==> src/rtl/rx_packet_demux_if.sv <==
// Byte-stream in / per-channel payload out bundle for the packet demux.
// Latency: none (wires only).
// Backpressure: rx_ready toward the UART side, ready_bus from each channel sink.
interface rx_packet_demux_if #(
  parameter int N_CH = 5
);
  logic [7:0]        rx_data;
  logic              rx_valid;
  logic              rx_ready;
  logic [N_CH*8-1:0] data_bus;
  logic [N_CH-1:0]   valid_bus;
  logic [N_CH-1:0]   ready_bus;
  logic              pkt_done;
  logic              pkt_err;
  logic [2:0]        my_state;
  logic [7:0]        my_dest;
  logic [7:0]        my_len;
  logic [7:0]        my_cnt;

  // Stream source / channel sinks / observer side.
  modport master (
    output rx_data, rx_valid, ready_bus,
    input  rx_ready, data_bus, valid_bus, pkt_done, pkt_err,
           my_state, my_dest, my_len, my_cnt
  );

  // Demux side.
  modport slave (
    input  rx_data, rx_valid, ready_bus,
    output rx_ready, data_bus, valid_bus, pkt_done, pkt_err,
           my_state, my_dest, my_len, my_cnt
  );
endinterface

==> src/rtl/rx_packet_demux.sv <==
// Parses PREFIX/src/dest/len/payload frames and routes payload bytes to one of N_CH channels.
// Latency: one cycle from accepted rx byte to data_bus/valid_bus; pkt_done/pkt_err are registered pulses.
// Backpressure: rx_ready drops only in DATA while the target channel holds an unconsumed byte.
module rx_packet_demux #(
  parameter int         N_CH    = 5,
  parameter logic [7:0] PREFIX  = 8'hDD,
  parameter int         TIMEOUT = 50000
) (
  input logic            clk,
  input logic            rst,
  rx_packet_demux_if.slave bus
);

  localparam int TW = $clog2(TIMEOUT + 1);

  typedef enum logic [2:0] {
    S_IDLE = 3'd0,
    S_SRC  = 3'd1,
    S_DEST = 3'd2,
    S_LEN  = 3'd3,
    S_DATA = 3'd4,
    S_DROP = 3'd5
  } state_t;

  state_t            state_q;
  logic [7:0]        my_dest_q;
  logic [7:0]        my_len_q;
  logic [7:0]        my_cnt_q;
  logic [TW-1:0]     timer_q;
  logic              pkt_done_q;
  logic              pkt_err_q;
  logic [N_CH*8-1:0] data_q;
  logic [N_CH-1:0]   valid_q;

  logic rx_ready_d;
  logic sel_vld_d;
  logic sel_rdy_d;
  logic xfer_d;
  logic data_xfer_d;
  logic last_d;
  logic timeout_d;

  // Look up the output slice of the latched destination (only meaningful in DATA).
  always_comb begin
    sel_vld_d = 1'b0;
    sel_rdy_d = 1'b0;
    for (int k = 0; k < N_CH; k++) begin
      if (my_dest_q == 8'(k)) begin
        sel_vld_d = valid_q[k];
        sel_rdy_d = bus.ready_bus[k];
      end
    end
  end

  // Accept decode straight from state: only a full target slice can stall the stream.
  always_comb begin
    rx_ready_d  = (state_q == S_DATA) ? (!sel_vld_d || sel_rdy_d) : 1'b1;
    xfer_d      = bus.rx_valid && rx_ready_d;
    data_xfer_d = xfer_d && (state_q == S_DATA);
    // my_len is never 0 in DATA/DROP, so len-1 cannot wrap here.
    last_d      = (my_cnt_q == (my_len_q - 8'd1));
    timeout_d   = (state_q != S_IDLE) && !xfer_d && (timer_q == TW'(TIMEOUT - 1));
  end

  // Frame FSM with inter-byte watchdog and registered completion/error pulses.
  always_ff @(posedge clk or posedge rst) begin
    if (rst) begin
      state_q    <= S_IDLE;
      my_dest_q  <= 8'd0;
      my_len_q   <= 8'd0;
      my_cnt_q   <= 8'd0;
      timer_q    <= '0;
      pkt_done_q <= 1'b0;
      pkt_err_q  <= 1'b0;
    end else begin
      pkt_done_q <= 1'b0;
      pkt_err_q  <= 1'b0;

      if (state_q == S_IDLE || xfer_d || timeout_d) begin
        timer_q <= '0;
      end else begin
        timer_q <= timer_q + TW'(1);
      end

      if (timeout_d) begin
        // Abandon the frame; bytes already handed to a slice still drain normally.
        state_q   <= S_IDLE;
        pkt_err_q <= 1'b1;
        my_cnt_q  <= 8'd0;
      end else if (xfer_d) begin
        case (state_q)
          S_IDLE: if (bus.rx_data == PREFIX) state_q <= S_SRC;
          S_SRC:  state_q <= S_DEST;
          S_DEST: begin
            my_dest_q <= bus.rx_data;
            state_q   <= S_LEN;
          end
          S_LEN: begin
            my_len_q <= bus.rx_data;
            my_cnt_q <= 8'd0;
            if (bus.rx_data == 8'd0) begin
              state_q    <= S_IDLE;
              pkt_done_q <= 1'b1;
            end else if (my_dest_q >= 8'(N_CH)) begin
              state_q <= S_DROP;
            end else begin
              state_q <= S_DATA;
            end
          end
          S_DATA: begin
            my_cnt_q <= my_cnt_q + 8'd1;
            if (last_d) begin
              state_q    <= S_IDLE;
              pkt_done_q <= 1'b1;
            end
          end
          S_DROP: begin
            my_cnt_q <= my_cnt_q + 8'd1;
            if (last_d) begin
              state_q   <= S_IDLE;
              pkt_err_q <= 1'b1;
            end
          end
          default: state_q <= S_IDLE;
        endcase
      end
    end
  end

  // Per-channel output registers: load on a payload byte for that channel, drain on its ready.
  always_ff @(posedge clk or posedge rst) begin
    if (rst) begin
      data_q  <= '0;
      valid_q <= '0;
    end else begin
      for (int k = 0; k < N_CH; k++) begin
        if (data_xfer_d && (my_dest_q == 8'(k))) begin
          data_q[k*8 +: 8] <= bus.rx_data;
          valid_q[k]       <= 1'b1;
        end else if (bus.ready_bus[k]) begin
          valid_q[k] <= 1'b0;
        end
      end
    end
  end

  assign bus.rx_ready  = rx_ready_d;
  assign bus.data_bus  = data_q;
  assign bus.valid_bus = valid_q;
  assign bus.pkt_done  = pkt_done_q;
  assign bus.pkt_err   = pkt_err_q;
  assign bus.my_state  = state_q;
  assign bus.my_dest   = my_dest_q;
  assign bus.my_len    = my_len_q;
  assign bus.my_cnt    = my_cnt_q;

endmodule

==> src/flat_wrapper.sv <==
// flat-port wrapper written by rule: the top's interface ports become plain ports
module rx_packet_demux_flat 
#(
  parameter int         N_CH    = 5,
  parameter logic [7:0] PREFIX  = 8'hDD,
  parameter int         TIMEOUT = 50000
)
  (clk, rst, bus_rx_data, bus_rx_valid, bus_ready_bus, bus_rx_ready, bus_data_bus, bus_valid_bus, bus_pkt_done, bus_pkt_err, bus_my_state, bus_my_dest, bus_my_len, bus_my_cnt);
  rx_packet_demux_if #(.N_CH(N_CH)) bus_i ();
  input logic clk;
  input logic rst;
  input wire logic [$bits(bus_i.rx_data)-1:0] bus_rx_data;
  input wire logic [$bits(bus_i.rx_valid)-1:0] bus_rx_valid;
  input wire logic [$bits(bus_i.ready_bus)-1:0] bus_ready_bus;
  output wire logic [$bits(bus_i.rx_ready)-1:0] bus_rx_ready;
  output wire logic [$bits(bus_i.data_bus)-1:0] bus_data_bus;
  output wire logic [$bits(bus_i.valid_bus)-1:0] bus_valid_bus;
  output wire logic [$bits(bus_i.pkt_done)-1:0] bus_pkt_done;
  output wire logic [$bits(bus_i.pkt_err)-1:0] bus_pkt_err;
  output wire logic [$bits(bus_i.my_state)-1:0] bus_my_state;
  output wire logic [$bits(bus_i.my_dest)-1:0] bus_my_dest;
  output wire logic [$bits(bus_i.my_len)-1:0] bus_my_len;
  output wire logic [$bits(bus_i.my_cnt)-1:0] bus_my_cnt;
  assign bus_i.rx_data = bus_rx_data;
  assign bus_i.rx_valid = bus_rx_valid;
  assign bus_i.ready_bus = bus_ready_bus;
  assign bus_rx_ready = bus_i.rx_ready;
  assign bus_data_bus = bus_i.data_bus;
  assign bus_valid_bus = bus_i.valid_bus;
  assign bus_pkt_done = bus_i.pkt_done;
  assign bus_pkt_err = bus_i.pkt_err;
  assign bus_my_state = bus_i.my_state;
  assign bus_my_dest = bus_i.my_dest;
  assign bus_my_len = bus_i.my_len;
  assign bus_my_cnt = bus_i.my_cnt;
  rx_packet_demux #(.N_CH(N_CH), .PREFIX(PREFIX), .TIMEOUT(TIMEOUT)) u_core (.clk(clk), .rst(rst), .bus(bus_i));
endmodule
==> config.mk <==
export PLATFORM = sky130hd
export DESIGN_NAME = rx_packet_demux_flat
export DESIGN_NICKNAME = d
export VERILOG_FILES = /design/src/rtl/rx_packet_demux_if.sv /design/src/rtl/rx_packet_demux.sv /design/src/flat_wrapper.sv
export SDC_FILE = /design/constraint.sdc
export NUM_CORES = 1
export LEC_CHECK = 0
export BUFFER_PORTS_ARGS = -buffer_cell sky130_fd_sc_hd__buf_2
export CAP_MARGIN = 25
export CORE_UTILIZATION = 59
export CTS_CLUSTER_DIAMETER = 150
export DETAILED_ROUTE_END_ITERATION = 8
export GPL_ROUTABILITY_DRIVEN = 0
export GPL_TIMING_DRIVEN = 0
export PLACE_DENSITY_LB_ADDON = 0.05
export SETUP_SLACK_MARGIN = 0.5
export SLEW_MARGIN = 30
export SYNTH_ARGS = -nofsm -noshare
export SYNTH_HDL_FRONTEND = slang
export SYNTH_SLANG_ARGS = --single-unit
==> constraint.sdc <==
create_clock -name clk -period 6.65 [get_ports clk]
set_input_delay 1.6625 -clock clk [delete_from_list [all_inputs] [get_ports clk]]
set_output_delay 1.6625 -clock clk [all_outputs]
set_load 0.01 [all_outputs]
# Word-level counts from Yosys, hierarchy flattened
# Cells that the tools add are included.
# word_totals
input_bits,16
elab_cells,106
register_bits,90
# op_classes
n_addsub,3
muxes,40
bitwise_logic,1
n_reduce_logical,30
magnitude_cmp,1
eq_ne,14
# op_table
op,n
$mux 1,29
$add 16x1->16 const B,1
$eq 16x16->1 const B,1
$eq 8x2->1 const B,2
$logic_not 8->1,2
$mux 16,1
$mux 8,2
$pmux 8 s2,1
$mux 3,5
$pmux 3 s5,1
$reduce_bool 2->1,6
$logic_and 1x1->1,9
$reduce_and 3->1,3
$add 8x1->8 const B,1
$eq 8x1->1 const B,1
$eq 8x3->1 const B,1
$eq 8x8->1,1
$eq 8x8->1 const B,1
$ge 8x3->1 const B,1
$sub 8x1->8 const B,1
$eq 3x2->1 const B,2
$eq 3x3->1 const B,2
$reduce_bool 3->1,2
$eq 3x1->1 const B,1
other kinds (9),12

# Logic depth before layout (Yosys ltp)
# Gate-level depths: netlist of run 1.
# depth
word_depth,15
ltp_mapped,8

# Least setup slack after synthesis of run 1
# Ideal clock, no wire load.
# synth_timing
path_kind,input to output
from,input port bus_ready_bus[3]
to,output port bus_rx_ready
stages,4
slack_ns,2.248
t_arrival_ns,2.740
n_path_buf,0
t_required_ns,4.987
path_cell_list,and4b_1 or4_4 or2_4 nand4_1
# synth_between
elab_chain_len,4
# synth_rtl
element,line,source
"start, declared",flat_wrapper.sv:14,input wire logic [$bits(bus_i.ready_bus)-1:0] bus_ready_bus;
$mux 1 (2 in a row),rx_packet_demux.sv:48,if (my_dest_q == 8'(k)) begin
$logic_or 1x1->1,rx_packet_demux.sv:57,rx_ready_d = (state_q == S_DATA) ? (!sel_vld_d || sel_rdy_d) : 1'b1;
$mux 1,rx_packet_demux.sv:57,
"end, declared",flat_wrapper.sv:15,output wire logic [$bits(bus_i.rx_ready)-1:0] bus_rx_ready;
# No other way between the ends.

# Worst setup path in the final report of run 1
# Ends and elaborated chain as after synthesis.

==> results of run 1 <==
==> cells in the mapped netlist, types with 5 or more instances <==
cell / count
a21oi_1: 5
a31oi_1: 6
clkbuf_1: 8
dfrtp_1: 90
inv_1: 13
mux2_2: 49
mux2_4: 8
nand2_1: 25
nand2b_1: 6
nand3_1: 15
nand4_1: 6
nor2_1: 30
nor2b_1: 5
nor3_1: 6
nor4_1: 5
o21ai_0: 9
xnor2_1: 16
xor2_1: 7
==> final timing paths <==
path                                     endpoint  slack (ns)  cells past startpoint                  start
setup / recovery                     bus_rx_ready        1.98                      6       bus_ready_bus[3]
hold / removal                  u_core.timer_q[0]        0.46                      1      u_core.timer_q[0]
setup reg to reg           u_core.bus.data_bus[5]        3.86                      8  u_core.bus.my_dest[0]
hold reg to reg                 u_core.timer_q[0]        0.46                      1      u_core.timer_q[0]
max in group asynchronous     u_core.bus.pkt_done        4.81                      3                    rst
min in group asynchronous   u_core.bus.my_dest[4]        1.27                      2                    rst
==> power groups by stage <==
| stage | sequential, mW | combinational [mW] | clock (mW) |
|---|---|---|---|
| floorplan | 0.925 | 0.522 | 0 |
| global placement | 0.859 | 0.844 | 0 |
| detailed placement | 0.872 | 0.869 | 0 |
| CTS | 0.862 | 0.873 | 0.364 |
| global route | 0.884 | 0.950 | 0.384 |
| finish | 0.861 | 0.866 | 0.358 |
==> area by class of cell <==
| type | instances | area (um^2) |
|---|---|---|
| inverters | 13 | 53.80 |
| repair buffers | 89 | 467.9 |
| clock buffers | 9 | 123.9 |
| plain buffers | 14 | 77.57 |
| well taps | 96 | 120.1 |
| multi-input cells | 256 | 1963 |
| flip-flops and latches | 90 | 2252 |
| clock inverters | 7 | 60.06 |
| fillers | 507 | 1826 |
==> routing by layer <==
layer	track usage [%]	vias to the layer above	part of all wire (%)
met5	0	-	0
li1	-	1541	-
met2	42.28	85	50
met3	4.147	10	4.5
met4	9.389	0	1.2
met1	36.19	1641	45
==> critical path: cells and delay by family <==
family	cells	cell delay, ns
buffers and inverters	2	0.23
AND/OR/NAND/NOR	4	1.11
==> flip-flops by register name, summed over array words and instances, names as in the netlist <==
signal / count
u_core.bus.data_bus: 40
u_core.timer_q: 16
u_core.bus.my_cnt: 8
u_core.bus.my_dest: 8
u_core.bus.my_len: 8
u_core.bus.valid_bus: 5
u_core.bus.my_state: 3
u_core.bus.pkt_done: 1
u_core.bus.pkt_err: 1
==> stage by stage <==
step | cells | hold WS [ns]
2_1_floorplan | 373 | 0.4251
3_5_place_dp | 558 | 0.4471
5_1_grt | 574 | 0.4712
4_1_cts | 574 | 0.4600
3_3_place_gp | 557 | 0.4431
6_report | 574 | 0.4582
==> cells by family after synthesis <==
kind of cell,Yosys count,synth area share (%)
simple gates,134,18.21
flops,90,51.87
mux,57,15.48
compound gates,39,6.023
buf+inv,27,2.911
xor+xnor,23,4.640
fa+ha+maj,3,0.8646
==> metrics.txt, run 1 <==
fin nets=492; Setup Viol. Count Final=0; H-tree levels=3; crit share post-route=70.26%; Final Hold Violating Endpoints=0; Switching Share=38.04%; Avg Cell Area, Syn=11.64 um^2; Flop pwr share=41.3%; most frequent cells in the layout=buf_2 (90), dfrtp_1 (90), mux2_2 (49); Mapped Area=0.004342 mm^2; Critical Path RT=4.99 ns; Post-route DRC=0; initial DRC count=178; Seq cells post-synth=90; Final TNS setup=0 ns; NetSw=0.7932 mW; slowest library cell on the worst path=or4_4; final worst path period need=4.673 ns; clock buffer depth=2; CTS root buffer=clkbuf_8; Pre-antenna DRT Iters=4; Slew @ Worst Pin=0.6692 ns; worst slack at placement=1.984 ns; Initial Utilization=62.52%; hold buffers post-CTS=0; hpwl dp=6835 um; die height=87.79 um; Cells after Synth=373; crit path DAT=3.01 ns; post-CTS sizing=0; first-pass GRT wire length=15,260 um; VDD IR-drop max=0.2215 mV; syn_nets=392; combinational share of power=41.5%; vias per inst=5.709; yosys warns=0; Yosys top cell by area=dfrtp_1; Post-Place Cell Area=0.004935 mm^2; status=completed; clock share of power=17.2%; DRT Wirelength=9553 um; GRT overflow=0; Critical Path Sink Type=output pin; most frequent CP cell=buf_2; leak pwr=2.550 nW; critical-path cell list=buf_2, and4b_1, or4_4, or2_4, nand4_1, buf_2; Slew Viols, Final=0; final core occ=73.71%; Core Area=0.006944 mm^2; register area share after synthesis=51.87%; design area=0.005119 mm^2; total power=2.085 mW; FP Rows=30; drt wl/cell=16.64 um; via count=3,277; Reg clk slew, reported paths=0.09 ns; # IOs=91; fmax=0.2140 GHz; Relative slew margins=55.05%; ys flop type=dfrtp_1; area share of the largest cell type after synthesis=51.87%; number of flops mapped to enable cells by yosys=0; Synth area leaders=dfrtp_1 (52%), mux2_2 (13%), xnor2_1 (3.2%); GRT Total Usage=26.22%; initial antenna violation count=0; Crit Path Category=in -> out; Die ar.=0.007706 mm^2; CTS tree=done; CP Launch Type=primary input; Clock Skew=0.01071 ns; Yosys cell types=50; number of global-route vias before repair=3,125; Max stage delay on crit path=0.52 ns; largest net degree at the start of global routing=58; Num CTS Buffers=9; Layout area overhead=17.90%; internal power=1.292 mW; Max Cap Viol=0; IO buf count=88; Post CTS Setup Buffer Count=0; unrepaired setup endpoints after global routing=no; share of layout cells above drive strength 1=38.08%; final setup margin=1.977 ns; clock latency on the worst-skew pair=0.37 ns; chip width=87.79 um; clk sink count=90; ANT nets after route=0; n_diodes=0; Power Dens Cells=407.3 mW/mm^2; Hold Crit Class=reg -> reg; CP max FO=5; Post-synth ARST share=100.0%
Note: power is estimated with default switching activity, not from simulation.
==> run 2: changes to the inputs <==
--- a/config.mk
+++ b/config.mk
@@ -7,7 +7,7 @@
 export LEC_CHECK = 0
 export BUFFER_PORTS_ARGS = -buffer_cell sky130_fd_sc_hd__buf_2
 export CAP_MARGIN = 25
-export CORE_UTILIZATION = 59
+export CORE_UTILIZATION = 55
 export CTS_CLUSTER_DIAMETER = 150
 export DETAILED_ROUTE_END_ITERATION = 8
 export GPL_ROUTABILITY_DRIVEN = 0
==> constraint.sdc (replaced) <==
create_clock -name clk -period 4.7 [get_ports clk]
set_input_delay 1.175 -clock clk [delete_from_list [all_inputs] [get_ports clk]]
set_output_delay 1.175 -clock clk [all_outputs]
set_load 0.01 [all_outputs]
==> run 2 against run 1 <==
Effect of this change:
- final area grew 0.42%
- global-route usage shrank 2.6 points
- critical endpoint unchanged
- worst hold slack gained 0.012 ns
- setup slack lost 0.95 ns
- clock-buffer cell count is the same
- cell count grew 0.87%
- register-to-register slack lost 1.9 ns
- power grew 43%
- non-clock buffer count is the same
- wire length shrank 3.1%
- the run now ends with DRC left
==> metrics.txt, run 2 (synthesis results as in run 1) <==
Slew @ Worst Pin=0.6518 ns; GRT overflow=0; most frequent cells in the layout=buf_2 (90), dfrtp_1 (90), mux2_2 (49); die height=90.85 um; Worst Hold Slack=0.4699 ns; unrepaired setup endpoints after global routing=no; Core Area=0.007687 mm^2; hold buffers post-CTS=0; CP Launch Type=primary input; largest net degree at the start of global routing=54; crit share post-route=78.10%; Final TNS setup=0 ns; clk sink count=90; n_diodes=0; status=complete, but fails checks; FP Rows=32; Crit path buffers/inverters=2; Reg clk slew, reported paths=0.09 ns; critical-path cell list=buf_2, and4b_1, or4_4, or2_4, nand4_1, buf_2; Hold Crit Class=reg -> reg; CTS tree=done; drt wl/cell=15.98 um; fmax=0.2724 GHz; failing checks=DRC; final setup margin=1.029 ns; Post CTS Setup Buffer Count=0; initial DRC count=151; Max Cap Viol=0; clock buffer depth=2; DRT Wirelength=9255 um; number of global-route vias before repair=3,140; total power=2.977 mW; post-CTS sizing=0; Die ar.=0.008253 mm^2; fin nets=492; hpwl dp=6596 um; Post-route DRC=1; Max stage delay on crit path=0.51 ns; chip width=90.85 um; Layout area overhead=18.39%; worst reg2reg path startpoint=u_core.bus.my_dest[0]; Initial Utilization=56.48%; Finished Layout Cells=579; most frequent CP cell=buf_2; Final Hold Violating Endpoints=0; Crit Path Category=in -> out; GRT Total Usage=23.66%; vias per inst=5.518; final worst path period need=3.671 ns; Critical Path RT=3.52 ns; ANT nets after route=0; slowest library cell on the worst path=or4_4; # IOs=91; max reg flops=40; initial antenna violation count=0; Power Dens Cells=579.1 mW/mm^2; H-tree levels=3; HP Start=u_core.timer_q[0]; VDD IR-drop max=0.2378 mV; crit path DAT=2.50 ns; share of layout cells above drive strength 1=37.95%; leak pwr=2.554 nW; Slew Viols, Final=0; first-pass GRT wire length=15,420 um; Relative slew margins=56.22%; Critical Path Sink Type=output pin; CP max FO=5; placed cell count=564; Pre-antenna DRT Iters=6; via count=3,195; family with the most delay on the worst path=simple AND/OR/NAND/NOR gates; Worst setup startpoint=bus_ready_bus[3]; Setup Viol. Count Final=0; clock latency on the worst-skew pair=0.35 ns; IO buf count=88; Clock Skew=0.01031 ns; CTS root buffer=clkbuf_8; worst slack at placement=1.033 ns; Num CTS Buffers=9
## run 2: changes by cell type in the layout (fill, tap and decap cells not counted)
cell	change
bufinv_16	+1
clkinv_2	-1
inv_8	-1
## run 2: metrics by stage
| stage | instance area, um^2 | utilization [%] |
|---|---|---|
| 2_1_floorplan | 4342 | - |
| 3_3_place_gp | 4910 | 63.87 |
| 3_5_place_dp | 4942 | 64.29 |
| 4_1_cts | 5140 | 66.86 |
| 5_1_grt | 5140 | 66.86 |
| 6_report | 5140 | 66.86 |
## run 2: area by class of cell
cell class / instances / area, um^2
plain buffers: 14 / 77.57
repair buffers: 89 / 467.9
multi-input cells: 256 / 1963
inverters: 13 / 53.80
clock inverters: 6 / 73.82
fillers: 622 / 2547
well taps: 102 / 127.6
flip-flops and latches: 90 / 2252
clock buffers: 9 / 123.9
## run 2: layer usage
metal  track usage [%]  share of wire (%)  vias up  routed length [um]
met5                 0                  0        -                   0
li1                  -                  -     1529                   -
met4             9.259                1.1        0                 102
met3             4.966                4.6        9                 427
met2             35.73                 47       81                4319
met1             33.58                 48     1576                4406
## run 2: final timing paths
kind / end / slack [ns] / cells past startpoint
max in group asynchronous: u_core.bus.data_bus[5] / 3.33 / 3
worst min-delay path: u_core.timer_q[0] / 0.47 / 1
worst min register to register: u_core.timer_q[0] / 0.47 / 1
worst max register to register: u_core.bus.data_bus[5] / 1.96 / 8
worst max-delay path: bus_rx_ready / 1.03 / 6
min in group asynchronous: u_core.bus.valid_bus[2] / 0.81 / 2
## run 2: power by group
part / leakage [nW] / internal [mW] / switching [mW]
clock network: 0.0942 / 0.251 / 0.288
logic: 1.28 / 0.612 / 0.611
registers: 1.18 / 1.01 / 0.201
total: 2.55 / 1.88 / 1.10
==> run 3: changes to the inputs <==
--- a/config.mk
+++ b/config.mk
@@ -5,6 +5,7 @@
 export SDC_FILE = /design/constraint.sdc
 export NUM_CORES = 1
 export LEC_CHECK = 0
+export ABC_AREA = 1
 export BUFFER_PORTS_ARGS = -buffer_cell sky130_fd_sc_hd__buf_2
 export CAP_MARGIN = 25
 export CORE_UTILIZATION = 55
==> constraint.sdc (replaced) <==
create_clock -name clk -period 3.8 [get_ports clk]
set_input_delay 0.95 -clock clk [delete_from_list [all_inputs] [get_ports clk]]
set_output_delay 0.95 -clock clk [all_outputs]
set_load 0.01 [all_outputs]
==> run 3 against run 2 <==
Effect of this change:
- the flow now finishes without violations
- power grew 2.1%
- critical path depth up 3
- largest power group is now sequential cells
- synthesized cell count grew 46%
- first-iteration DRC count up 76%
- global-route usage increased by 2.4 points
- register-to-register slack got worse by 0.21 ns
- critical path type is now reg -> out
- synthesized area rose by 2.9%
- sequential power up 7%
- combinational power decreased by 11%
==> metrics.txt, run 3 <==
Mapped Area=0.004467 mm^2; Sequential cell area=0.002252 mm^2; max reg flops=40; CP max FO=5; area share of the largest cell type after synthesis=50.42%; FP Rows=32; cell with the most instances after synthesis=nand2_1; chip width=92.12 um; CTS root buffer=clkbuf_8; Die ar.=0.008486 mm^2; CP Launch Type=flop; Setup Viol. Count Final=0; Max Cap Viol=0; CTS tree=done; Reg clk slew, reported paths=0.09 ns; Relative slew margins=53.61%; Power Dens Cells=576.8 mW/mm^2; hold buffers post-CTS=0; unrepaired setup endpoints after global routing=no; syn_nets=565; number of flops mapped to enable cells by yosys=0; vias per inst=5.118; # IOs=91; Seq cells post-synth=90; ys flop type=dfrtp_1; Post-route DRC=0; n_diodes=0; number of global-route vias before repair=3,556; share of layout cells above drive strength 1=22.70%; GRT overflow=0; Yosys top cell by area=dfrtp_1; yosys warns=0; Worst Hold Path EP=u_core.timer_q[0]; first-pass GRT wire length=17,180 um; Slew Viols, Final=0; clock buffer depth=2; hold depth=1; drt wl/cell=13.70 um; IO buf count=90; initial antenna violation count=0; clk sink count=90; VDD IR-drop max=0.3215 mV; DRT Wirelength=10,330 um; worst reg2reg path startpoint=u_core.bus.my_len[0]; Cells after Synth=546; filler cell count=687; Slew @ Worst Pin=0.6901 ns; via count=3,859; Synth top cells by count=nand2_1 (158), dfrtp_1 (90), nor2_1 (76), inv_1 (62), o21ai_1 (25); H-tree levels=3; Post-synth ARST share=100.0%; Critical Path RT=2.85 ns; total power=3.040 mW; most frequent cells in the layout=nand2_1 (158), buf_2 (91), dfrtp_1 (90); Hold Crit Class=reg -> reg; fin nets=667; crit path DAT=1.87 ns; fmax=0.3546 GHz; reg2reg end=u_core.bus.my_state[1]; HP Start=u_core.timer_q[0]; Avg Cell Area, Syn=8.181 um^2; Layout area overhead=17.98%; Synth area leaders=dfrtp_1 (50%), nand2_1 (13%), nor2_1 (6.4%); Final Hold Violating Endpoints=0; GRT Total Usage=26.04%; crit share post-route=74.22%; initial DRC count=266; clock latency on the worst-skew pair=0.36 ns; Post CTS Setup Buffer Count=0; Num CTS Buffers=9; flop-to-flop setup slack=1.75 ns; largest net degree at the start of global routing=64; register area share after synthesis=50.42%; hpwl dp=7582 um; ANT nets after route=0; leak pwr=2.875 nW; most common cell after layout, fill and taps aside=nand2_1; reg2reg path depth=15; status=completed; Clock Skew=0.008281 ns; final worst path period need=2.820 ns; Worst Hold Slack=0.4584 ns; Yosys cell types=38; Pre-antenna DRT Iters=4; Core Area=0.007807 mm^2; Initial Utilization=57.21%; die height=92.12 um; post-CTS sizing=0; Crit Path Category=reg -> out; Critical Path Sink Type=output pin; multi-input gate area in the final layout=0.001881 mm^2
run 3: cell types whose count changed in the layout (fill, tap and decap cells not counted), sizes merged, moves of 5 or more:
cell / delta
nand2: +141
mux2: -57
inv: +54
nor2: +54
o21ai: +33
xnor2: -11
a21oi: +7
nand2b: -6
a31oi: -5
clkbuf: -5
nor2b: -5
or2: -5
run 3: worst max-delay path by stage:
stage	startpoint	to	slack [ns]	depth (start not counted)
global placement	rst	u_core.bus.data_bus[18]	-0.50	2
CTS	u_core.bus.my_dest[2]	bus_rx_ready	0.97	11
finish	u_core.bus.my_dest[5]	bus_rx_ready	0.98	9
floorplan	rst	u_core.bus.data_bus[0]	0.51	1
global route	u_core.bus.my_dest[6]	bus_rx_ready	0.77	9
detailed placement	bus_ready_bus[3]	bus_rx_ready	1.03	8
run 3: cell families (layout without fill, tap and decap cells):
group | count (synthesis) | in the layout | share of synthesized area, %
and+or+nand+nor | 294 | 294 | 29.19
DFF | 90 | 90 | 50.42
buffers and inverters | 77 | 183 | 7.479
AOI/OAI and AO/OA | 65 | 65 | 8.432
xor gates and xnor gates | 17 | 17 | 3.641
adders and majority gates | 3 | 3 | 0.8404
run 3: report_power, final:
group / switching (mW) / internal, mW / leakage (nW)
logic: 0.668 / 0.414 / 1.58
clock network: 0.334 / 0.320 / 0.0958
registers: 0.190 / 1.11 / 1.20
total: 1.19 / 1.85 / 2.87
run 3: layer usage:
| layer | global-route usage (%) | up-vias | wire length [um] |
|---|---|---|---|
| met2 | 40.55 | 108 | 4700 |
| met3 | 3.814 | 20 | 470 |
| met1 | 37.21 | 1804 | 4982 |
| met4 | 9.375 | 0 | 178 |
| met5 | 0 | - | 0 |
| li1 | - | 1927 | - |
run 3: area by class of cell:
class | count | area share [%]
buffer | 8 | 1.377
clock buffer | 11 | 2.683
clock inverter | 4 | 0.9734
inverter | 69 | 5.057
multi-input combinational | 379 | 35.68
sequential | 90 | 42.74
tap | 102 | 2.422
timing repair buffer | 91 | 9.069
run 3: worst max-delay path, cell delays in order, from the launching register on:
cell and delay, ns:
dfrtp_1 0.40, nor2_1 0.13, nand2_2 0.13, nor2_1 0.20
o211ai_1 0.12, nand2_1 0.08, nand2_1 0.07, nand2_2 0.12
nand2_4 0.09, buf_2 0.16
run 3: through the flow:
stage | worst slack (ns) | setup TNS (ns) | utilization [%] | instance area, um^2 | std cells
after global placement | -0.5014 | -44.76 | 64.62 | 5045 | 738
after floorplan | 0.5147 | 0 | - | 4467 | 546
after global routing | 0.7704 | 0 | 67.50 | 5270 | 754
final | 0.9798 | 0 | 67.50 | 5270 | 754
after CTS | 0.9738 | 0 | 67.50 | 5270 | 754
after detailed placement | 1.034 | 0 | 65.03 | 5077 | 739
